**config.mk**
```make
export PLATFORM = sky130hd
export DESIGN_NAME = bp_initiator
export DESIGN_NICKNAME = d
export VERILOG_FILES = /design/src/rtl/bp_pkg.sv /design/src/rtl/bp_tag_fifo.sv /design/src/rtl/bp_initiator.sv
export SDC_FILE = /design/constraint.sdc
export NUM_CORES = 1
export LEC_CHECK = 0
export CELL_PAD_IN_SITES_DETAIL_PLACEMENT = 0
export CELL_PAD_IN_SITES_GLOBAL_PLACEMENT = 1
export CORE_MARGIN = 1.5
export CORE_UTILIZATION = 42
export DETAILED_ROUTE_END_ITERATION = 6
export GPL_TIMING_DRIVEN = 0
export PLACE_DENSITY = 0.85
export SYNTH_ARGS = -nofsm -noshare
export SYNTH_HDL_FRONTEND = slang
export SYNTH_SLANG_ARGS = --single-unit
```
**constraint.sdc**
```tcl
create_clock -name i_clk -period 3.8 [get_ports i_clk]
set_clock_uncertainty 0.1 [all_clocks]
set_input_delay 0.95 -clock i_clk [delete_from_list [all_inputs] [get_ports i_clk]]
set_output_delay 0.95 -clock i_clk [all_outputs]
set_load 0.1 [all_outputs]
```
**src/rtl/bp_pkg.sv**
```systemverilog
// BytePipe initiator shared definitions: command byte layout, FSM state
// encoding and the tag carried for every outstanding transaction.
// Optional macro: BP_INITIATOR_CHECK_EN (adds the expected value to the tag).
package bp_pkg;

    localparam int BP_CMD_WR_BIT = 7;
    localparam int BP_ADDR_W     = 7;
    localparam logic [BP_ADDR_W-1:0] BP_ADDR_BURST = 7'd0;

    typedef enum logic [1:0] {
        IDLE = 2'd0,
        CMD  = 2'd1,
        DATA = 2'd2
    } bp_state_e;

    typedef struct packed {
        logic                 wr;
        logic [BP_ADDR_W-1:0] addr;
`ifdef BP_INITIATOR_CHECK_EN
        logic [7:0]           exp;
`endif
    } bp_tag_t;

    localparam int BP_TAG_W = $bits(bp_tag_t);

endpackage

```
**src/rtl/bp_tag_fifo.sv**
```systemverilog
// In-order tag FIFO: one entry per transaction issued on BytePipe and not yet
// answered. Read data is show-ahead (head entry visible while not empty).
module bp_tag_fifo #(
    parameter int DEPTH = 4,
    parameter int WIDTH = 8
) (
    input  logic             i_clk,
    input  logic             i_rst_n,
    input  logic             i_cg,
    input  logic             i_push,
    input  logic [WIDTH-1:0] i_data,
    input  logic             i_pop,
    output logic [WIDTH-1:0] o_data,
    output logic             o_full,
    output logic             o_empty
);

    localparam int PTR_W = (DEPTH > 1) ? $clog2(DEPTH) : 1;
    localparam int CNT_W = $clog2(DEPTH) + 1;

    logic [WIDTH-1:0] mem_q [DEPTH];
    logic [PTR_W-1:0] wptr_q, rptr_q;
    logic [CNT_W-1:0] cnt_q;

    function automatic logic [PTR_W-1:0] ptr_inc(input logic [PTR_W-1:0] p);
        return (p == PTR_W'(DEPTH - 1)) ? '0 : p + PTR_W'(1);
    endfunction

    // Storage array: written on push, no reset needed for payload
    always_ff @(posedge i_clk) begin
        if (i_cg && i_push)
            mem_q[wptr_q] <= i_data;
    end

    // Pointers and occupancy; simultaneous push and pop keep the count
    always_ff @(posedge i_clk) begin
        if (!i_rst_n) begin
            wptr_q <= '0;
            rptr_q <= '0;
            cnt_q  <= '0;
        end else if (i_cg) begin
            if (i_push) wptr_q <= ptr_inc(wptr_q);
            if (i_pop)  rptr_q <= ptr_inc(rptr_q);
            case ({i_push, i_pop})
                2'b10:   cnt_q <= cnt_q + CNT_W'(1);
                2'b01:   cnt_q <= cnt_q - CNT_W'(1);
                default: cnt_q <= cnt_q;
            endcase
        end
    end

    assign o_data  = mem_q[rptr_q];
    assign o_full  = (cnt_q == CNT_W'(DEPTH));
    assign o_empty = (cnt_q == '0);

endmodule

```
**src/rtl/bp_initiator.sv**
```systemverilog
// Host-side BytePipe initiator: serialises register requests into a command
// byte (plus a data byte for writes) and pairs each returned byte with its
// request, in order, through a tag FIFO.
// Optional macro: BP_INITIATOR_CHECK_EN adds i_req_expect / o_rsp_mismatch.
module bp_initiator
    import bp_pkg::*;
#(
    parameter int MAX_OUTSTANDING = 4
) (
    input  logic                 i_clk,
    input  logic                 i_rst_n,
    input  logic                 i_cg,
    input  logic                 i_req_valid,
    output logic                 o_req_ready,
    input  logic                 i_req_wr,
    input  logic [BP_ADDR_W-1:0] i_req_addr,
    input  logic [7:0]           i_req_wdata,
`ifdef BP_INITIATOR_CHECK_EN
    input  logic [7:0]           i_req_expect,
    output logic                 o_rsp_mismatch,
`endif
    output logic [7:0]           o_bp_data,
    output logic                 o_bp_valid,
    input  logic                 i_bp_ready,
    input  logic [7:0]           i_bp_data,
    input  logic                 i_bp_valid,
    output logic                 o_bp_ready,
    output logic                 o_rsp_valid,
    input  logic                 i_rsp_ready,
    output logic [7:0]           o_rsp_data,
    output logic                 o_rsp_wr,
    output logic [BP_ADDR_W-1:0] o_rsp_addr,
    output logic                 o_err
);

    bp_state_e  state_q, state_d;
    logic [7:0] cmd_q, wdata_q;
    logic       req_fire, bp_fire, rsp_take, tag_pop;
    logic       fifo_full, fifo_empty;
    bp_tag_t    push_tag, head_tag;
    logic       rsp_valid_q, rsp_wr_q, err_q;
    logic [7:0] rsp_data_q;
    logic [BP_ADDR_W-1:0] rsp_addr_q;

    // Nothing is accepted on either side while the clock gate is closed, so no
    // handshake can complete without the state that records it advancing.
    assign o_req_ready = i_cg && (state_q == IDLE) && !fifo_full;
    assign req_fire    = i_req_valid && o_req_ready;
    assign bp_fire     = i_cg && i_bp_ready;

    assign push_tag.wr   = i_req_wr;
    assign push_tag.addr = i_req_addr;
`ifdef BP_INITIATOR_CHECK_EN
    assign push_tag.exp  = i_req_expect;
`endif

    // Command FSM state register
    always_ff @(posedge i_clk) begin
        if (!i_rst_n)
            state_q <= IDLE;
        else if (i_cg)
            state_q <= state_d;
    end

    // Command FSM next state: reads end after the command byte
    always_comb begin
        state_d = state_q;
        case (state_q)
            IDLE:    if (req_fire) state_d = CMD;
            CMD:     if (bp_fire)  state_d = cmd_q[BP_CMD_WR_BIT] ? DATA : IDLE;
            DATA:    if (bp_fire)  state_d = IDLE;
            default: state_d = IDLE;
        endcase
    end

    // Command FSM outputs: bytes come straight from held registers, so they
    // stay stable while the responder stalls
    always_comb begin
        o_bp_valid = 1'b0;
        o_bp_data  = '0;
        case (state_q)
            CMD: begin
                o_bp_valid = 1'b1;
                o_bp_data  = cmd_q;
            end
            DATA: begin
                o_bp_valid = 1'b1;
                o_bp_data  = wdata_q;
            end
            default: ;
        endcase
    end

    // Capture the request bytes at acceptance
    always_ff @(posedge i_clk) begin
        if (req_fire) begin
            cmd_q   <= {i_req_wr, i_req_addr};
            wdata_q <= i_req_wdata;
        end
    end

    bp_tag_fifo #(
        .DEPTH (MAX_OUTSTANDING),
        .WIDTH (BP_TAG_W)
    ) u_tag_fifo (
        .i_clk   (i_clk),
        .i_rst_n (i_rst_n),
        .i_cg    (i_cg),
        .i_push  (req_fire),
        .i_data  (push_tag),
        .i_pop   (tag_pop),
        .o_data  (head_tag),
        .o_full  (fifo_full),
        .o_empty (fifo_empty)
    );

    // Single-entry response register: a byte can be taken whenever the slot
    // is free or being drained this cycle
    assign o_bp_ready = i_cg && (!rsp_valid_q || i_rsp_ready);
    assign rsp_take   = i_bp_valid && o_bp_ready;
    assign tag_pop    = rsp_take && !fifo_empty;

    // Response slot load/drain and sticky unsolicited-byte error
    always_ff @(posedge i_clk) begin
        if (!i_rst_n) begin
            rsp_valid_q <= 1'b0;
            rsp_data_q  <= '0;
            rsp_wr_q    <= 1'b0;
            rsp_addr_q  <= '0;
            err_q       <= 1'b0;
        end else if (i_cg) begin
            if (tag_pop) begin
                rsp_valid_q <= 1'b1;
                rsp_data_q  <= i_bp_data;
                rsp_wr_q    <= head_tag.wr;
                rsp_addr_q  <= head_tag.addr;
            end else if (i_rsp_ready) begin
                rsp_valid_q <= 1'b0;
            end
            if (rsp_take && fifo_empty)
                err_q <= 1'b1;
        end
    end

`ifdef BP_INITIATOR_CHECK_EN
    logic mismatch_q;

    // Compare the returned old value against the host's expectation (writes only)
    always_ff @(posedge i_clk) begin
        if (!i_rst_n)
            mismatch_q <= 1'b0;
        else if (i_cg && tag_pop)
            mismatch_q <= head_tag.wr && (i_bp_data != head_tag.exp);
    end

    assign o_rsp_mismatch = mismatch_q;
`endif

    assign o_rsp_valid = rsp_valid_q;
    assign o_rsp_data  = rsp_data_q;
    assign o_rsp_wr    = rsp_wr_q;
    assign o_rsp_addr  = rsp_addr_q;
    assign o_err       = err_q;

endmodule
```
==> impl_metrics.json <==
{
  "yosysMostFrequentCell": "edfxtp_1",
  "nNetsFinal": 339,
  "drv_slew": 0,
  "cts_hold_buf": 0,
  "clk_latency_ns": 0.33,
  "vias_per_cell": 5.110,
  "crit_buf_inv": 3,
  "cts_buffers": 9,
  "die_area_sq_mm": 0.008082,
  "num_vias": 2039,
  "start_kind": "input port",
  "synth.top_cells.by_area": "edfxtp_1, dfxtp_1, mux4_2, ha_1, o31ai_1",
  "leakagePower_nw": 1.343,
  "cp_slowest_stage_delay_ns": 0.49,
  "drcViolationCount": 0,
  "post-dp-hpwl_mm": 4.314,
  "clk_path_buf_depth": 2,
  "num_antenna_cells": 0,
  "layout-drive-gt1-share_pct": 16.00,
  "min_period_ns": 3.654,
  "synth_seq_cells": 75,
  "io_pins": 60,
  "critPathSlowestCell": "clkdlybuf4s50_1",
  "htree_levels": 3,
  "syn_area_sq_mm": 0.003172,
  "track_usage_pct": 16.38,
  "crit_type": "input port to primary output",
  "place_congestion": 0.7469,
  "syn-num-nets": 269,
  "synth_ff_type": "edfxtp_1",
  "synthDistinctLibCells": 39,
  "yosys_warnings": 0,
  "rsz0062_at_grt": "false",
  "final_util_pct": 55.82,
  "hold_viol": 0,
  "grt_pass1_vias": 2088,
  "clk_pin_slew_ns": 0.07,
  "drv_cap": 0,
  "detail_route.wl_per_cell_um": 15.80,
  "root_buffer": "clkbuf_8",
  "wl_mm": 6.306,
  "placementRows": 31,
  "firstDrtPassIters": 4,
  "ir_drop_mv": 0.2591,
  "slew_headroom_pct": 32.42,
  "ant_nets": 0,
  "cts_sinks": 75,
  "worst_path_dominant_cell_family": "buffers and inverters",
  "drt-initial-drc-count": 87,
  "synth_top_area_cell": "edfxtp_1",
  "synth_common_cells": "edfxtp_1, dfxtp_1, nand2_1",
  "dieWidth_um": 89.90,
  "dieHeight_um": 89.90,
  "port_buffers": 58,
  "cts_tree": "yes",
  "syn_to_final_growth_pct": 28.32,
  "max_clock_freq_ghz": 0.2736,
  "place_area_sq_mm": 0.003896,
  "final_area_sq_mm": 0.004070,
  "synth_edf_count": 48,
  "start_util_pct": 43.50,
  "post_cts_buffers": 0,
  "worst_pin_slew_ns": 1.011,
  "hold_class": "flip-flop to flip-flop",
  "powerDensity_mw_per_mm2": 435.4,
  "status": "completed",
  "cp_data_required_time_ns": 2.75,
  "ys_seq_area_share_pct": 62.49,
  "postSynthCellCount": 227,
  "end_kind": "primary output",
  "grt_first_pass_wirelength_mm": 10.35,
  "core_sq_mm": 0.007292,
  "antenna_found_initial": 0,
  "whs_ns": 0.3650,
  "synth_area_per_cell_sq_um": 13.97,
  "fin_crit_sh_pct": 96.17,
  "grt_overflow": 0,
  "setup_viol": 0,
  "path_max_fanout": 10,
  "worstPathArrival_ns": 2.60,
  "ys_async_sr_fraction_pct": 0,
  "grt_max_degree": 24,
  "path_cells": "clkdlybuf4s50_1, nand2b_1, clkbuf_1, and2_1, buf_2",
  "yosys.area.top_type_share_pct": 45.44
}
[logic make-up (layout without fill, tap and decap cells)]
family                   after synthesis  after routing  synth area share (%)
AO/OA/AOI/OAI                         44             44                 9.980
XOR/XNOR                               2              2                0.5524
adder cells (fa/ha/maj)               11             11                 4.576
buffers and inverters                 23             95                 3.432
flip-flops                            75             75                 62.49
multiplexers                          12             12                 6.943
AND/OR/NAND/NOR                       60             61                 12.03
[power breakdown]
part	total, mW	switching [mW]	internal [mW]
combinational	0.301	0.197	0.104
sequential	0.916	0.0160	0.900
clock	0.555	0.263	0.292
total	1.77	0.476	1.30
[metal layers]
layer | routed length (um) | GRT usage (%) | vias to the layer above
met2 | 3113 | 27.16 | 61
li1 | - | - | 996
met5 | 0 | 0 | -
met1 | 2856 | 20.76 | 978
met4 | 39 | 6.614 | 0
met3 | 296 | 3.807 | 4
[state kept, by name (all words and copies together), names as in the netlist]
| name | cells |
|---|---|
| u_tag_fifo.cnt_q | 3 |
| cmd_q | 8 |
| o_rsp_data | 8 |
| o_err | 1 |
| state_q | 2 |
| o_rsp_addr | 7 |
| u_tag_fifo.mem_q | 32 |
| o_rsp_valid | 1 |
| o_rsp_wr | 1 |
| wdata_q | 8 |
| u_tag_fifo.rptr_q | 2 |
| u_tag_fifo.wptr_q | 2 |
[final timing paths]
check / startpoint / endpoint / slack (ns) / cells past startpoint
min: o_rsp_addr[3]$_SDFFE_PN0P_ / o_rsp_addr[3]$_SDFFE_PN0P_ / 0.36 / 2
max: i_rsp_ready / o_bp_ready / 0.15 / 5
max reg2reg: state_q[0]$_SDFFE_PN0P_ / u_tag_fifo.cnt_q[2]$_SDFFE_PN0P_ / 0.98 / 11
min reg2reg: o_rsp_addr[3]$_SDFFE_PN0P_ / o_rsp_addr[3]$_SDFFE_PN0P_ / 0.36 / 2
[stage by stage]
step / power, mW / instances / worst slack, ns / TNS (ns)
CTS: 1.790 / 398 / 0.003912 / 0
detailed placement: 1.237 / 384 / -0.5673 / -1.298
global placement: 1.231 / 384 / -0.5246 / -1.101
finish: 1.772 / 399 / 0.1457 / 0
floorplan: 1.143 / 227 / 0.4477 / 0
global route: 1.850 / 399 / 0.04061 / 0
[layout make-up]
type,instances,area (sq um)
clock inverters,4,43.79
well taps,99,123.9
flip-flops and latches,75,1982
clock buffers,10,127.6
inverters,10,37.54
fillers,652,3222
multi-input cells,130,1114
plain buffers,13,71.32
repair buffers,58,570.5
[cells in the final DEF, fill, tap and decap left out, types with 3 or more instances in the layout]
master / count
clkdlybuf4s50_1: 56
edfxtp_1: 48
dfxtp_1: 27
nand2_1: 16
a21oi_1: 11
inv_1: 10
nand4_1: 10
o31ai_1: 10
ha_1: 10
clkbuf_8: 9
a22oi_1: 8
nor2b_2: 8
mux4_2: 8
o2bb2ai_1: 8
buf_2: 7
and2_1: 6
nor2_1: 5
clkbuf_1: 5
mux2i_1: 4
nand2b_1: 3
[worst min-delay path, stage by stage (launching register included)]
cell       delay [ns]
dfxtp_1          0.31
nand2_1          0.05
o2bb2ai_1        0.06
[repair_timing]
item	4_1_cts	5_1_grt
setup endpoints to repair	2	3
pin swaps	0	1
resized for setup	4	4
cloned	0	1
endpoints found under the hold margin	0	0
Power figures use the tool's default switching activity.
